**src/rtl/pipe_pkg.sv**
```systemverilog
// pipe_pkg: shared definitions for the 3-stage 16-bit pipe.
//   opcode_e      : IE opcode encoding
//   writes_rd()   : 1 when an opcode produces a register-file write
//   rd_in_range() : 1 when a destination index names an architectural register
package pipe_pkg;

  localparam int NUM_REGS_DEF = 4;
  localparam int RD_W         = 4;

  typedef enum logic [3:0] {
    OP_NOP = 4'h0,
    OP_ADD = 4'h1,
    OP_SUB = 4'h2,
    OP_AND = 4'h3,
    OP_OR  = 4'h4,
    OP_XOR = 4'h5,
    OP_SHL = 4'h6,
    OP_LI  = 4'h7,
    OP_LD  = 4'h8,
    OP_ST  = 4'h9,
    OP_BR  = 4'hA
  } opcode_e;

  function automatic logic writes_rd(input logic [3:0] op);
    return !((op == OP_NOP) || (op == OP_ST) || (op == OP_BR));
  endfunction

  function automatic logic rd_in_range(input logic [RD_W-1:0] rd, input int n);
    return ({28'd0, rd} < $unsigned(n));
  endfunction

endpackage

```
**src/rtl/wb_fifo.sv**
```systemverilog
// wb_fifo: DEPTH-entry circular buffer of {rd, data} write-back results.
//   push_i/push_rd_i/push_data_i : enqueue (caller guarantees not full)
//   pop_i                        : dequeue head (caller guarantees not empty)
//   count_o                      : number of valid entries
//   head_rd_o/head_data_o        : oldest entry
//   ent_*_o[a]                   : entry at age a from the head (a=0 oldest),
//                                  used for the pending mask and forwarding
module wb_fifo
  import pipe_pkg::*;
#(
  parameter int DATA_W = 16,
  parameter int DEPTH  = 4
) (
  input  logic                       clk,
  input  logic                       rst,
  input  logic                       push_i,
  input  logic [RD_W-1:0]            push_rd_i,
  input  logic [DATA_W-1:0]          push_data_i,
  input  logic                       pop_i,
  output logic [$clog2(DEPTH):0]     count_o,
  output logic [RD_W-1:0]            head_rd_o,
  output logic [DATA_W-1:0]          head_data_o,
  output logic                       ent_valid_o [DEPTH],
  output logic [RD_W-1:0]            ent_rd_o    [DEPTH],
  output logic [DATA_W-1:0]          ent_data_o  [DEPTH]
);

  localparam int PW = $clog2(DEPTH);
  localparam int CW = PW + 1;

  logic [RD_W-1:0]   rd_mem   [DEPTH];
  logic [DATA_W-1:0] data_mem [DEPTH];
  logic [PW-1:0]     wr_ptr_q, wr_ptr_d, rd_ptr_q, rd_ptr_d;
  logic [CW-1:0]     count_q, count_d;

  // Pointers wrap naturally because DEPTH is a power of two.
  always_comb begin
    wr_ptr_d = push_i ? wr_ptr_q + PW'(1) : wr_ptr_q;
    rd_ptr_d = pop_i  ? rd_ptr_q + PW'(1) : rd_ptr_q;
    count_d  = count_q + CW'(push_i) - CW'(pop_i);
  end

  always_ff @(posedge clk or negedge rst) begin
    if (!rst) begin
      wr_ptr_q <= '0;
      rd_ptr_q <= '0;
      count_q  <= '0;
    end else begin
      wr_ptr_q <= wr_ptr_d;
      rd_ptr_q <= rd_ptr_d;
      count_q  <= count_d;
    end
  end

  // Storage needs no reset: every read is qualified by count.
  always_ff @(posedge clk) begin
    if (push_i) begin
      rd_mem[wr_ptr_q]   <= push_rd_i;
      data_mem[wr_ptr_q] <= push_data_i;
    end
  end

  always_comb begin
    for (int a = 0; a < DEPTH; a++) begin
      ent_valid_o[a] = CW'(a) < count_q;
      ent_rd_o[a]    = rd_mem[rd_ptr_q + PW'(a)];
      ent_data_o[a]  = data_mem[rd_ptr_q + PW'(a)];
    end
  end

  assign count_o     = count_q;
  assign head_rd_o   = rd_mem[rd_ptr_q];
  assign head_data_o = data_mem[rd_ptr_q];

endmodule

```
**src/rtl/wb_stage.sv**
```systemverilog
// wb_stage: write-back stage. Buffers IE results, merges load returns
// (which take priority), and drives the registered register-file write port.
//   ie_*        : IE result input with ready handshake
//   mem_*       : load return, always accepted
//   rf_*        : registered register-file write port
//   pending     : registers with a write still in flight (FIFO or rf_*)
//   fwd*        : two forwarding lookups, youngest in-flight value wins
//   err_bad_rd  : sticky out-of-range destination flag
module wb_stage
  import pipe_pkg::*;
#(
  parameter int DATA_W   = 16,
  parameter int DEPTH    = 4,
  parameter int NUM_REGS = NUM_REGS_DEF
) (
  input  logic                clk,
  input  logic                rst,
  input  logic                ie_valid,
  input  logic [3:0]          ie_opcode,
  input  logic [3:0]          ie_rd,
  input  logic [DATA_W-1:0]   ie_result,
  output logic                ie_ready,
  input  logic                mem_valid,
  input  logic [3:0]          mem_rd,
  input  logic [DATA_W-1:0]   mem_data,
  output logic                rf_we,
  output logic [3:0]          rf_waddr,
  output logic [DATA_W-1:0]   rf_wdata,
  output logic [NUM_REGS-1:0] pending,
  input  logic [3:0]          fwd_rs1,
  output logic                fwd1_hit,
  output logic [DATA_W-1:0]   fwd1_data,
  input  logic [3:0]          fwd_rs2,
  output logic                fwd2_hit,
  output logic [DATA_W-1:0]   fwd2_data,
  output logic                err_bad_rd
);

  localparam int CW = $clog2(DEPTH) + 1;

  logic [CW-1:0]     count;
  logic [3:0]        head_rd;
  logic [DATA_W-1:0] head_data;
  logic              ent_valid [DEPTH];
  logic [3:0]        ent_rd    [DEPTH];
  logic [DATA_W-1:0] ent_data  [DEPTH];

  logic              ie_take, push, ie_bad, mem_wr, mem_bad, pop;
  logic              rf_we_q, rf_we_d, err_q, err_d;
  logic [3:0]        rf_waddr_q, rf_waddr_d;
  logic [DATA_W-1:0] rf_wdata_q, rf_wdata_d;

  // Ready depends only on registered count: a full FIFO refuses even when popping.
  assign ie_ready = (count != CW'(DEPTH));

  always_comb begin
    ie_take = ie_valid && ie_ready && writes_rd(ie_opcode);
    push    = ie_take && rd_in_range(ie_rd, NUM_REGS);
    ie_bad  = ie_take && !rd_in_range(ie_rd, NUM_REGS);
    mem_wr  = mem_valid && rd_in_range(mem_rd, NUM_REGS);
    mem_bad = mem_valid && !rd_in_range(mem_rd, NUM_REGS);
    // A dropped load does not occupy the write port, so the head may drain.
    pop     = !mem_wr && (count != '0);
    err_d   = err_q || ie_bad || mem_bad;

    rf_we_d    = 1'b0;
    rf_waddr_d = rf_waddr_q;
    rf_wdata_d = rf_wdata_q;
    if (mem_wr) begin
      rf_we_d    = 1'b1;
      rf_waddr_d = mem_rd;
      rf_wdata_d = mem_data;
    end else if (pop) begin
      rf_we_d    = 1'b1;
      rf_waddr_d = head_rd;
      rf_wdata_d = head_data;
    end
  end

  wb_fifo #(.DATA_W(DATA_W), .DEPTH(DEPTH)) u_fifo (
    .clk         (clk),
    .rst         (rst),
    .push_i      (push),
    .push_rd_i   (ie_rd),
    .push_data_i (ie_result),
    .pop_i       (pop),
    .count_o     (count),
    .head_rd_o   (head_rd),
    .head_data_o (head_data),
    .ent_valid_o (ent_valid),
    .ent_rd_o    (ent_rd),
    .ent_data_o  (ent_data)
  );

  always_ff @(posedge clk or negedge rst) begin
    if (!rst) begin
      rf_we_q    <= 1'b0;
      rf_waddr_q <= '0;
      rf_wdata_q <= '0;
      err_q      <= 1'b0;
    end else begin
      rf_we_q    <= rf_we_d;
      rf_waddr_q <= rf_waddr_d;
      rf_wdata_q <= rf_wdata_d;
      err_q      <= err_d;
    end
  end

  assign rf_we      = rf_we_q;
  assign rf_waddr   = rf_waddr_q;
  assign rf_wdata   = rf_wdata_q;
  assign err_bad_rd = err_q;

  always_comb begin
    pending = '0;
    for (int r = 0; r < NUM_REGS; r++) begin
      if (rf_we_q && (rf_waddr_q == 4'(r))) pending[r] = 1'b1;
      for (int a = 0; a < DEPTH; a++) begin
        if (ent_valid[a] && (ent_rd[a] == 4'(r))) pending[r] = 1'b1;
      end
    end
  end

  // rf_* is older than anything in the FIFO; scanning oldest-to-youngest
  // lets the last match (youngest) win.
  function automatic logic [DATA_W:0] fwd_lookup(input logic [3:0] idx);
    logic              hit;
    logic [DATA_W-1:0] data;
    hit  = 1'b0;
    data = '0;
    if (rd_in_range(idx, NUM_REGS)) begin
      if (rf_we_q && (rf_waddr_q == idx)) begin
        hit  = 1'b1;
        data = rf_wdata_q;
      end
      for (int a = 0; a < DEPTH; a++) begin
        if (ent_valid[a] && (ent_rd[a] == idx)) begin
          hit  = 1'b1;
          data = ent_data[a];
        end
      end
    end
    return {hit, data};
  endfunction

  always_comb begin
    {fwd1_hit, fwd1_data} = fwd_lookup(fwd_rs1);
    {fwd2_hit, fwd2_data} = fwd_lookup(fwd_rs2);
  end

endmodule

```
**config.mk**
```make
export PLATFORM = sky130hd
export DESIGN_NAME = wb_stage
export DESIGN_NICKNAME = d
export VERILOG_FILES = /design/src/rtl/pipe_pkg.sv /design/src/rtl/wb_fifo.sv /design/src/rtl/wb_stage.sv
export SDC_FILE = /design/constraint.sdc
export NUM_CORES = 1
export LEC_CHECK = 0
export CAP_MARGIN = 25
export CORE_MARGIN = 4
export CORE_UTILIZATION = 50
export DETAILED_ROUTE_END_ITERATION = 8
export GPL_TIMING_DRIVEN = 0
export PLACE_DENSITY_LB_ADDON = 0.05
export REMOVE_ABC_BUFFERS = 1
export SLEW_MARGIN = 20
export SYNTH_ARGS = -nofsm -noshare
export SYNTH_HDL_FRONTEND = slang
export SYNTH_HIERARCHICAL = 1
export SYNTH_SLANG_ARGS = --single-unit
```
**constraint.sdc**
```tcl
create_clock -name clk -period 7.2 [get_ports clk]
set_input_delay 1.08 -clock clk [delete_from_list [all_inputs] [get_ports clk]]
set_output_delay 1.08 -clock clk [all_outputs]
set_load 0.05 [all_outputs]
```
# Word-level counts from Yosys, hierarchy flattened
# Memory sizes are Yosys's and may differ from the RTL's.
# Index checks and enable logic that the tools add are counted.
# Widths: inputs -> output; s select.
# totals
reg_bits	29
mem_bits_rw	80
in_bits	56
out_inout_bits	61
word_cells	156
n_memories	2
# mem_list
name	words	word_bits	read_ports	rd_ports_with_merged_regs	write_ports	line_no	rtl
u_fifo.data_mem	4	16	4	0	1	wb_fifo.sv:32	logic [DATA_W-1:0] data_mem [DEPTH];
u_fifo.rd_mem	4	4	4	0	1	wb_fifo.sv:31	logic [RD_W-1:0] rd_mem [DEPTH];
# classes
n_addsub	6
magnitude_cmp	8
eq_ne	28
muxes	52
reduce_logical	53
# op_table
operator	count
$mux 16	14
$eq 4x2->1 const B	10
$eq 4x4->1	10
$logic_and 1x1->1	37
$mux 1	36
$logic_not 4->1	6
$eq 4x1->1 const B	5
$lt 4x3->1 const B	4
$eq 4x4->1 const B	2
$mux 4	2
$lt 1x3->1 const A	2
$lt 2x3->1 const A	2
$add 2x1->2 const B	2
$add 2x2->2 const B	2
$logic_not 1->1	4
$logic_or 1x1->1	4
$add 3x1->3	1
$ne 3x3->1 const B	1
$reduce_bool 3->1	1
$sub 3x1->3	1
$reduce_bool 2->1	1

# Depth between registers and ports, before layout
# Gate-level depths: netlist of run 1.
# logic_depth
depth_word	8
mapped_depth	12
ltp_nobuf	8

# Cells and area by module
# The synthesis of run 1 kept the hierarchy.
# by_module_without_submodules
mod	n_inst	cells_per_inst	area_per_inst_um2	seq_area_each_um2
wb_fifo	1	237	4982.3	2577.5
wb_stage	1	416	3211.8	550.5

# Least setup slack after synthesis of run 1
# No wires, ideal clock.
# synth_path
kind	register to output
start	register u_fifo.rd_ptr_q[0]
end	output port fwd1_data[0]
arrival_time_ns	3.832
required_ns	6.120
path_slack_ns	2.288
path_stages_with_launch	10
path_buffers	3
path_cell_list	dfrtp_1 -> buf_6 -> buf_6 -> mux4_2 -> buf_2 -> xor2_1 -> nor4_4 -> o21ai_1 -> o221a_2 -> nor4b_1
# synth_lines
element	line_no	rtl
start, declared	wb_fifo.sv:33	logic [PW-1:0] wr_ptr_q, wr_ptr_d, rd_ptr_q, rd_ptr_d;
start signal, assigned	wb_fifo.sv:50	rd_ptr_q <= rd_ptr_d;
end, declared	wb_stage.sv:32	output logic [DATA_W-1:0] fwd1_data,

==> results of run 1 <==
logic make-up after synthesis:
kind of cell | count (synthesis) | share of synthesized area [%]
AOI/OAI and AO/OA | 141 | 12.34
xor gates and xnor gates | 45 | 4.810
adders and majority gates | 9 | 1.466
buffers and inverters | 93 | 7.635
DFF | 109 | 38.17
muxes | 112 | 26.29
and+or+nand+nor | 144 | 9.284
worst paths after layout:
kind	from	end	slack [ps]	cells past startpoint
setup / recovery	u_fifo/rd_ptr_q[1]$_DFFE_PN0P_	fwd2_data[0]	430	9
min in group asynchronous	rst	rf_waddr[1]$_DFFE_PN0P_	680	1
hold / removal	err_bad_rd$_DFF_PN0_	err_bad_rd$_DFF_PN0_	510	2
hold reg to reg	err_bad_rd$_DFF_PN0_	err_bad_rd$_DFF_PN0_	510	2
setup reg to reg	u_fifo/count_o[1]$_DFF_PN0_	u_fifo/count_o[2]$_DFF_PN0_	4580	8
max in group asynchronous	rst	u_fifo/rd_ptr_q[1]$_DFFE_PN0P_	6040	2
power breakdown:
part           internal [mW]  switching [mW]  total, mW
Combinational           1.04            1.35       2.39
Sequential             0.783           0.236       1.02
Clock                  0.273           0.240      0.513
Total                   2.10            1.83       3.92
per-layer routing:
layer | track usage (%) | wire length [um]
met1 | 33.79 | 9046
met2 | 41.08 | 11280
met3 | 4.922 | 2188
met4 | 6.887 | 446
met5 | 0 | 0
cell usage after synthesis (5+ instances only):
cell	n
nor2b_1	5
mux2_2	11
a22oi_1	11
ha_1	8
clkbuf_1	12
nand2_1	51
nor3_1	14
xor2_1	31
mux2i_1	21
o221ai_1	6
mux4_2	75
nand3_1	15
dfrtp_1	29
xnor2_1	14
o21a_1	12
o22ai_1	5
inv_1	11
buf_6	16
buf_2	19
a211oi_1	16
buf_4	28
a222oi_1	16
or3_1	11
nor2_1	17
and2_1	7
o21ai_0	33
edfxtp_1	80
o21ai_1	12
mux4_1	5
a221oi_1	15
state kept, by name, summed over array words and instances, names as in the netlist:
signal           flops
u_fifo/wr_ptr_q      2
u_fifo/data_mem     64
rf_waddr             4
err_bad_rd           1
rf_wdata            16
u_fifo/count_o       3
u_fifo/rd_mem       16
rf_we                1
u_fifo/rd_ptr_q      2
stage by stage:
stage,area (sq um),setup slack [ps],hold slack (ps)
CTS,9554,368.6,505.1
global route,9565,273.2,557.3
detailed placement,9256,791.1,483.7
floorplan,7610,-291.8,493.6
finish,9565,431.8,505.8
global placement,9041,-1754,464.1
final cells by class:
type	instances	area share, %
multi-input cells	451	46.76
flip-flops and latches	109	32.78
repair buffers	131	14.09
well taps	216	2.825
clock buffers	10	2.394
clock inverters	6	0.7194
inverters	11	0.4317
worst register-to-register path, delay by kind of cell, from the launching register on:
family	cells	cell delay (ps)
flip-flops	1	460
buffers and inverters	2	120
AND/OR/NAND/NOR	2	930
adder cells (fa/ha/maj)	3	840
XOR/XNOR	1	170
==> out/qor.yml, run 1 <==
worst_pin_slew_ps: 1063
grt-ovfl-total: 0
report.power.total_mw: 3.925
period_share_pct: 94.00
place_congestion: 0.8726
grt_pass1_wl_um: 34700
area.sequential_sq_um: 3136
cts_buffers: 9
antennaDiodeCount: 0
layout_commonest_cell: "clkdlybuf4s50_1"
fillers: 1320
drt_wl_total_um: 22960
yosysSeqAreaShare_pct: 38.17
cts_hold_buffers: 0
final_cell_mix: "clkdlybuf4s50_1 (115), edfxtp_1 (80), mux4_2 (75)"
yosys_warnings: 6
final_nets: 778
ios: 117
async_flop_share_pct: 26.61
hold_path_class: "register to register"
route.detailed.drc: 0
synthDistinctLibCells: 59
endpoint_kind: "output pin"
ys_ff_latch: 109
postCtsSetupBuffers: 0
cts.clk_slew.worst_paths_ps: 80
fin_util_pct: 60.00
synth.avg_cell_area_sq_um: 12.55
cp_cell_sequence: "buf_12 > mux4_1 > xor2_1 > nor3_1 > nand3_1 > nand2_1 > a221oi_1 > a211oi_1 > clkdlybuf4s50_1"
power_density_nw_per_um2: 410.3
cts_sinks: 109
finalSetupTns_ps: 0
dp_cells: 917
rows: 46
grt_max_degree: 51
cp_data_required_time_ps: 6120
drt-initial-drc-count: 734
fmaxAchievable_mhz: 147.8
root_buffer: "clkbuf_16"
grt_usage_pct: 24.89
grt_pass1_vias: 6135
clkLatencyLatePin_ps: 370
cts_resized: 0
syn_to_final_growth_pct: 16.74
ys_top_cells_by_area: "edfxtp_1 (29%), mux4_2 (21%), dfrtp_1 (8.9%), xor2_1 (3.3%), buf_4 (2.6%)"
fin_crit_ps: 6768
fp.dieH_um: 136.0
crit_type: "register to output pin"
die_w_um: 136.0
cp_top_family: "simple AND/OR/NAND/NOR gates"
multi_input_area_sq_um: 4473
synth.largest_area_cell: "edfxtp_1"
setup_violations: 0
port_buffers: 116
clk_path_buf_depth: 2
fp.dieArea_sq_um: 18500
vias: 6291
fin_worst_skew_ps: 13.74
tritoncts: "built"
initial_core_util_pct: 51.40
hold_violations: 0
netlist_instances: 653
dp_hpwl_um: 15340
worstPathMaxFanout: 50
synth_edf_count: 80
synth_top_area_share_pct: 29.32
relSlewSlack_pct: 29.05
worstPathArrival_ps: 5690
rsz0062_at_grt: "no"
drv_slew: 0
status: "finished, final reports clean"
p_leak_nw: 3.146
slowest_stage: "dfrtp_4"
syn_area_sq_um: 8194
via_per_inst: 6.736
wl_per_cell_um: 24.58
ys.flop_type: "edfxtp_1"
antenna_found_initial: 0
cts_max_level: 3
detail-route-antenna-nets: 0
layout-drive-gt1-share_pct: 19.08
cp.buffers_inverters: 2
start_kind: "register"
drtPass1Iterations: 8
crit_path_max_incr_delay_ps: 950
drv_cap: 0
irDropWorstVdd_uv: 215.6
fin_cells: 934
core-area_sq_um: 15940
Power figures use the tool's default switching activity.
==> run 2: changes to the inputs <==
- PLACE_DENSITY: unset -> 0.74
- PLACE_DENSITY_LB_ADDON: 0.05 -> unset
==> run 2 against run 1 <==
Clock skew increased by 1.8 ps. Setup slack improved by 230 ps. Power decreased by 0.20%. Register-to-register slack got worse by 20 ps. Core utilization decreased by 0.12 points. Sequential share of layout area increased by 0.064 points. Critical path depth unchanged. Hold slack improved by 35 ps. Combinational power increased by 2%. Critical path type unchanged. Largest cell class unchanged.
==> out/qor.yml, run 2 (same netlist as run 1, synthesis figures left out) <==
cp_top_family: "simple AND/OR/NAND/NOR gates"  # unchanged
cts.clk_slew.worst_paths_ps: 70  # was 80 ps
grt-ovfl-total: 0  # unchanged
tritoncts: "built"  # unchanged
report.power.total_mw: 3.917  # was 3.925 mW
cts_resized: 0  # unchanged
vias: 6429  # was 6291
period_share_pct: 90.83  # was 94.00%
crit_path_max_incr_delay_ps: 880  # was 950 ps
dp_hpwl_um: 15910  # was 15340 um
cp.depth: 9  # unchanged
start_kind: "register"  # unchanged
regMostFlops: "u_fifo/data_mem"  # unchanged
grt_pass1_wl_um: 36020  # was 34700 um
fin_crit_ps: 6540  # was 6768 ps
grt_max_degree: 49  # was 51
postCtsSetupBuffers: 0  # unchanged
p_leak_nw: 3.140  # was 3.146 nW
initial_core_util_pct: 51.40  # unchanged
worst_pin_slew_ps: 1046  # was 1063 ps
worstPathMaxFanout: 48  # was 50
die_w_um: 136.0  # unchanged
r2r_slack_ps: 4560  # was 4580 ps
reg2reg_depth: 8  # unchanged
fin_worst_skew_ps: 15.55  # was 13.74 ps
crit_start: "u_fifo/rd_ptr_q[1]$_DFFE_PN0P_"  # unchanged
power.combinational.fraction_pct: 61.9  # was 61.0%
clkPwrFrac_pct: 12.4  # was 13.1%
holdPathStages: 1  # was 2
hp-start: "u_fifo/wr_ptr_q[0]$_DFFE_PN0P_"  # was err_bad_rd$_DFF_PN0_
clk_path_buf_depth: 2  # unchanged
root_buffer: "clkbuf_16"  # unchanged
status: "finished, final reports clean"  # unchanged
hold_path_class: "register to register"  # unchanged
setup_violations: 0  # unchanged
drt_wl_total_um: 23260  # was 22960 um
antenna_found_initial: 1  # was 0
p_int_mw: 2.077  # was 2.097 mW
relSlewSlack_pct: 30.18  # was 29.05%
ios: 117  # unchanged
swShare_pct: 46.99  # was 46.58%
largest_reg_flops: 64  # unchanged
crit_type: "register to output pin"  # unchanged
drt-initial-drc-count: 749  # was 734
endpoint_kind: "output pin"  # unchanged
power_density_nw_per_um2: 410.3  # about the same
rsz0062_at_grt: "no"  # unchanged
core-area_sq_um: 15940  # unchanged
final_nets: 777  # was 778
final_cell_mix: "clkdlybuf4s50_1 (115), edfxtp_1 (80), mux4_2 (75)"  # unchanged
drtPass1Iterations: 7  # was 8
grt_pass1_vias: 6556  # was 6135
layout-drive-gt1-share_pct: 19.11  # was 19.08%
drv_cap: 0  # unchanged
rows: 46  # unchanged
reg2reg_from: "u_fifo/count_o[1]$_DFF_PN0_"  # unchanged
slowest_stage: "clkdlybuf4s50_1"  # was dfrtp_4
detail-route-antenna-nets: 0  # unchanged
wl_per_cell_um: 24.93  # was 24.58 um
seqPwrFrac_pct: 25.7  # was 26.0%
cts_hold_buffers: 0  # unchanged
route.detailed.drc: 0  # unchanged
cts_buffers: 9  # unchanged
cts_max_level: 3  # unchanged
fillers: 1236  # was 1320
antennaDiodeCount: 0  # unchanged
via_per_inst: 6.891  # was 6.736
grt_usage_pct: 25.42  # was 24.89%
syn_to_final_growth_pct: 16.51  # was 16.74%
worstPathArrival_ps: 5460  # was 5690 ps
fmaxAchievable_mhz: 152.9  # was 147.8 MHz
port_buffers: 116  # unchanged
irDropWorstVdd_uv: 199.7  # was 215.6 uV
cp_cell_sequence: "buf_16 > mux4_1 > xor2_1 > nor3_1 > nand3_1 > nand2_1 > a221oi_1 > a211oi_1 > clkdlybuf4s50_1"  # was buf_12 > mux4_1 > xor2_1 > nor3_1 > nand3_1 > nand2_1 > a221oi_1 > a211oi_1 > clkdlybuf4s50_1
layout_commonest_cell: "clkdlybuf4s50_1"  # unchanged
cp_data_required_time_ps: 6120  # about the same
finalSetupTns_ps: 0  # unchanged
fp.dieH_um: 136.0  # unchanged
fp.dieArea_sq_um: 18500  # unchanged
place_congestion: 0.8648  # was 0.8726
cts_sinks: 109  # unchanged
drv_slew: 0  # unchanged
clkLatencyLatePin_ps: 360  # was 370 ps
cp.buffers_inverters: 2  # unchanged
hold_violations: 0  # unchanged
fin_hold_ws_ps: 541.1  # was 505.8 ps
netSwitchingPower_mw: 1.841  # was 1.828 mW
[run 2: cell count changes in the layout (fill, tap and decap cells not counted)]
cell       previous run  this run
buf_12                1         0
buf_16                2         3
buf_6                 5         4
bufinv_16             1         0
clkbuf_1              1         0
clkbuf_8              0         1
clkinv_2              1         2
clkinv_4              1         0
inv_6                 2         3
[run 2: metrics by stage]
step / area (sq um) / util (%) / setup slack (ps) / cells
floorplan: 7610 / - / -291.8 / 571
global placement: 9041 / 56.71 / -1439 / 903
detailed placement: 9249 / 58.01 / 842.9 / 916
CTS: 9532 / 59.79 / 446.0 / 932
global route: 9547 / 59.88 / 534.6 / 933
finish: 9547 / 59.88 / 660.2 / 933
[run 2: routing by layer]
layer | track usage (%) | share of wire (%)
met4 | 11.81 | 3.4
met5 | 0 | 0.077
met2 | 42.35 | 50
met3 | 3.775 | 8.0
met1 | 32.95 | 38
[run 2: final timing paths]
| path | end |
|---|---|
| setup / recovery | fwd2_data[4] |
| hold / removal | u_fifo/wr_ptr_q[0]$_DFFE_PN0P_ |
| setup reg to reg | u_fifo/count_o[2]$_DFF_PN0_ |
| hold reg to reg | u_fifo/wr_ptr_q[0]$_DFFE_PN0P_ |
| max in group asynchronous | rf_wdata[9]$_DFFE_PN0P_ |
| min in group asynchronous | u_fifo/count_o[1]$_DFF_PN0_ |
[run 2: power groups by stage]
stage / clock (mW) / sequential, mW / combinational, mW
4_1_cts: 0.495 / 1.01 / 2.41
2_1_floorplan: 0 / 1.25 / 1.53
3_3_place_gp: 0 / 1.10 / 2.27
5_1_grt: 0.523 / 1.04 / 2.57
3_5_place_dp: 0 / 1.02 / 2.40
6_report: 0.486 / 1.01 / 2.43
[run 2: final cells by class]
| class | instances | area [sq um] | share of cell area [%] |
|---|---|---|---|
| inverters | 11 | 41.29 | 0.4325 |
| clock buffers | 10 | 239.0 | 2.503 |
| multi-input cells | 451 | 4473 | 46.85 |
| well taps | 216 | 270.3 | 2.831 |
| repair buffers | 130 | 1344 | 14.08 |
| clock inverters | 6 | 43.79 | 0.4587 |
| flip-flops and latches | 109 | 3136 | 32.84 |
==> run 3: changes to the inputs <==
- CTS_CLUSTER_DIAMETER: unset -> 120
==> results of run 3 <==
Same layout as run 2: the final DEF is identical, and so are final timing and power.
==> RTL change 1, RTL diff (settings of run 1) <==
Make the reset (`rst`) synchronous in 2 clocked blocks.
--- a/src/rtl/wb_fifo.sv
+++ b/src/rtl/wb_fifo.sv
@@ -42,3 +42,3 @@
 
-  always_ff @(posedge clk or negedge rst) begin
+  always_ff @(posedge clk) begin
     if (!rst) begin
--- a/src/rtl/wb_stage.sv
+++ b/src/rtl/wb_stage.sv
@@ -94,3 +94,3 @@
 
-  always_ff @(posedge clk or negedge rst) begin
+  always_ff @(posedge clk) begin
     if (!rst) begin
Check against the original RTL: differs if rst is asserted again (counterexample within 4 cycles, from zero or initial values and one cycle with rst low); with rst held inactive, the same outputs for 4 cycles.
==> RTL change 1 against run 1 <==
  * Total power is 22% lower
  * Worst hold slack worse by 22 ps
  * Sequential cell count is 2 higher
  * Critical path type unchanged
  * Setup slack better by 300 ps
  * Design area is 0.44% lower
  * Count of clock-buffer cells in the layout stayed put
  * Routed wire length is 5.8% higher
  * Area after synthesis is 0.50% lower
  * Core utilization is 0.27 points lower
==> RTL change 1: results (changes against run 1) <==
| Metric | Value |
|---|---|
| Worst-Skew Late Latency | 360 ps |
| GRT met1 Usage | 34.6% (+0.80 points) |
| Place WS | 1080 ps (+289 ps) |
| Largest fanout on the critical path | 43 (-14%) |
| Hpwl dp | 16200 um (+5.8%) |
| Compound-Gate Fraction of Synth Area | 14.2% (+1.9 points) |
| Synth unique cells | 54 (-8.5%) |
| Slowest cell on crit path | nand2_1 |
| Total Routing Usage GR | 26.6% (+1.7 points) |
| Clk tree area frac | 2.98% (-0.13 points) |
| Fraction of layout cells with a size suffix above 1 | 18.1% (-1.0 points) |
| Largest net degree at the start of global routing | 44 (-14%) |
| Nonclk inv count | 9 (-2) |
| Global-route wire length before repair | 37000 um (+6.6%) |
| Post-CTS setup buffers | 0 (unchanged) |
| Multi-input combinational area share | 47.5% (+0.69 points) |
| Hold depth | 1 (-1) |
| Vias in the first global route | 6551 (+6.8%) |
| Status | finished clean |
| GRT met3 Usage | 5.16% (+0.24 points) |
| Sequential area share after synthesis | 37.1% (-1.1 points) |
| Routed WL | 24300 um (+5.8%) |
| PD cells | 321 nW/um2 (-22%) |
| Detailed Route Iter0 Violations | 525 (-28%) |
| NumNets Final | 790 (+1.5%) |
| Crit path DAT | 5390 ps (-300 ps) |
| LEAKAGE | 3.20 nW (+1.8%) |
| Syn Area/Cell | 12.2 um2 (-2.7%) |
| Number of filler cells placed in the layout | 1288 (-2.4%) |
| Reg with most FFs | u_fifo/data_mem |
| DRT Pass-1 Iters | 5 (-3) |
| Top cells by area, synth | edfxtp_1, mux4_2, dfxtp_1 |
| Multi-input gates | 463 (+2.7%) |
| CP peak stage delay | 1010 ps (+60 ps) |
| Reg2Reg Depth | 4 (-4) |
| Wire per inst | 25.7 um (+4.5%) |
| Adder-Cell Fraction of Synth Area | 1.47% (+0.0074 points) |
| Area growth syn-to-layout | 16.8% (about the same) |
| Most frequent cells after synthesis | edfxtp_1, mux4_2, nor2_1 |
| WL met2 | 12200 um (+7.7%) |
| Slew @ Worst Pin | 1120 ps (+61.0 ps) |
| Async SR Flop Fraction | 0% (-27 points) |
| Final Wtd Congestion | 0.881 (+0.94%) |
| Via count | 6454 (+2.6%) |
| Sink Count | 111 (+1.8%) |
| Final setup skew | 8.96 ps (-4.78 ps) |
| Peak supply drop | 0.000164 V (-24%) |
| Fraction of area in non-clock buffers | 14.5% (+0.43 points) |
| Mux cell area share after synthesis | 24.9% (-1.4 points) |
| Routing usage on met2 | 45.0% (+3.9 points) |
| Reg area | 3030 um2 (-3.3%) |
| M1 wire length | 9540 um (+5.5%) |
| Met3 routed WL | 2080 um (-5.1%) |
| Total CTS buffers | 9 (unchanged) |
| Xor/xnor share of the synthesized area | 5.00% (+0.19 points) |
| Placed Area | 9220 um2 (-0.35%) |
| Placed instance count | 929 (+1.3%) |
| Syn. warnings | 6 (unchanged) |
[RTL change 1: cell types whose count changed after synthesis, sizes merged, moves of 18 or more]
cell	before	now
a21oi	3	21
dfrtp	29	0
dfxtp	0	31
o21ai	45	0
nor2	18	58
o211a	0	18
[RTL change 1: report_power, final]
part | switching, mW | total, mW | internal, mW
logic | 0.930 | 1.67 | 0.736
clock network | 0.242 | 0.489 | 0.246
registers | 0.149 | 0.902 | 0.753
[RTL change 1: path summary, 6_finish.rpt]
check	startpoint	slack, ps	end
max	u_fifo/rd_ptr_q[0]	730	fwd1_data[10]
min	err_bad_rd	480	err_bad_rd
max reg2reg	u_fifo/count_o[2]	4720	u_fifo/data_mem[2][0]
min reg2reg	err_bad_rd	480	err_bad_rd
[RTL change 1: critical path: cells and delay by family (launching register included)]
kind	cells	cell delay, ps
xor gates and xnor gates	1	200
buffers and inverters	2	1180
muxes	1	650
DFF	1	590
AOI/OAI and AO/OA	2	470
and+or+nand+nor	3	1890
==> RTL change 2, RTL diff (settings of run 1) <==
Without the edit above. `DEPTH` is set to 4 in 2 places; all go to 2.
--- a/src/rtl/wb_fifo.sv
+++ b/src/rtl/wb_fifo.sv
@@ -11,3 +11,3 @@
   parameter int DATA_W = 16,
-  parameter int DEPTH  = 4
+  parameter int DEPTH  = 2
 ) (
--- a/src/rtl/wb_stage.sv
+++ b/src/rtl/wb_stage.sv
@@ -12,3 +12,3 @@
   parameter int DATA_W   = 16,
-  parameter int DEPTH    = 4,
+  parameter int DEPTH    = 2,
   parameter int NUM_REGS = NUM_REGS_DEF
Formal check against the unedited RTL: not equivalent (Yosys sat finds a counterexample within 4 cycles, from zero or initial values and one cycle with rst low).
==> RTL change 2 against run 1 <==
  * Sequential cell count down 43
  * Design area down 40%
  * Routed wire length shrank 51%
  * Total power decreased by 45%
  * First-iteration DRC count down 85%
  * Sequential share of layout area decreased by 0.70 points
  * Setup slack improved by 1100 ps
  * Area after synthesis down 45%
  * Core utilization rose by 6.3 points
  * Critical path type is now in2out
  * Largest cell class unchanged
  * Largest power group unchanged
==> RTL change 2: results (changes against run 1) <==
| Metric | Value |
|---|---|
| Status | finished clean |
| Number of vias per cell | 5.62 (-17%) |
| Async SR Flop Fraction | 39.4% (+13 points) |
| Slowest cell on crit path | a31oi_2 |
| Post-synth top area share | 26.8% (-2.5 points) |
| Detailed Route Iter0 Violations | 111 (-85%) |
| Reg2Reg Depth | 4 (-4) |
| Vias in the first global route | 3442 (-44%) |
| Final Wtd Congestion | 0.812 (-6.9%) |
| Hpwl dp | 7890 um (-49%) |
| Worst-Skew Late Latency | 340 ps (-30 ps) |
| Most frequent cells after synthesis | edfxtp_1, mux2_4, mux2i_1 |
| Number of flops mapped to enable cells by yosys | 40 (-50%) |
| Crit path DAT | 4560 ps (-1130 ps) |
| Final hold slack | 488 ps (-17.6 ps) |
| Total Routing Usage GR | 21.6% (-3.3 points) |
| Routing usage on met2 | 38.8% (-2.3 points) |
| Max reg flops | 32 (-50%) |
| Max-slew headroom | 32.6% (+3.6 points) |
| Global-route wire length before repair | 17200 um (-50%) |
| Routed WL | 11200 um (-51%) |
| Fraction of layout cells with a size suffix above 1 | 16.8% (-2.3 points) |
| DRT Pass-1 Iters | 4 (-4) |
| Top cells by area, synth | edfxtp_1, dfrtp_1, mux2_4 |
| Peak supply drop | 0.000213 V (-1.4%) |
| Synth unique cells | 50 (-15%) |
| Placed Area | 5560 um2 (-40%) |
| Root Driver | clkbuf_8 |
| Largest fanout on the critical path | 17 (-66%) |
| Flop2flop setup slack | 4850 ps (+270 ps) |
| Sequential area share after synthesis | 41.4% (+3.2 points) |
| Largest net degree at the start of global routing | 42 (-18%) |
| GRT met3 Usage | 4.33% (-0.59 points) |
| Final setup margin | 1560 ps (+1130 ps) |
==> RTL change 2: final cells by class <==
class | count | area (um2) | area share [%]
Multi-Input combinational cell | 264 | 2250 | 38.9
Sequential cell | 66 | 1860 | 32.1
Timing Repair Buffer | 125 | 1260 | 21.8
Clock buffer | 11 | 141 | 2.44
Tap cell | 108 | 135 | 2.34
Clock inverter | 5 | 78.8 | 1.36
Inverter | 17 | 63.8 | 1.10
==> RTL change 2: how the worst max path moves through the flow <==
stage | startpoint | endpoint | cells past startpoint
2_1_floorplan | u_fifo/rd_ptr_q | fwd1_data[0] | 5
3_3_place_gp | u_fifo/rd_ptr_q | fwd1_data[14] | 6
3_5_place_dp | fwd_rs2[2] | fwd2_data[15] | 7
4_1_cts | fwd_rs2[2] | fwd2_data[15] | 7
5_1_grt | fwd_rs2[2] | fwd2_data[15] | 7
6_report | fwd_rs2[2] | fwd2_data[15] | 7
==> RTL change 2: power by group through the flow <==
stage	Combinational, mW	Sequential (mW)	Clock (mW)
floorplan	0.610	0.832	0
global placement	1.13	0.654	0
detailed placement	1.15	0.664	0
CTS	1.15	0.656	0.356
global route	1.21	0.678	0.374
finish	1.14	0.656	0.352
==> RTL change 2: per-layer routing <==
metal / wire length, um / up-vias
met5: 0 / -
met4: 165 / 0
met3: 780 / 14
met2: 5730 / 115
met1: 4520 / 1613
li1: - / 1609
==> RTL change 2: per-stage QoR <==
stage / cells / utilization, %
after global placement: 571 / 62.1
after floorplan: 347 / -
after detailed placement: 580 / 63.8
after global routing: 596 / 66.3
final: 596 / 66.3
after CTS: 596 / 66.3
==> RTL change 2: kinds of logic after synthesis <==
group | Yosys count | synth area share, %
adders and majority gates | 2 | 0.559
xor gates and xnor gates | 24 | 5.03
DFF | 66 | 41.4
buffers and inverters | 63 | 9.31
AOI/OAI and AO/OA | 74 | 12.4
muxes | 73 | 20.7
and+or+nand+nor | 91 | 10.6
==> RTL change 2: worst max-delay path, delay by kind of cell <==
family	cells	cell delay [ps]
AOI/OAI and AO/OA	2	1050
and+or+nand+nor	2	940
buffers and inverters	3	1480
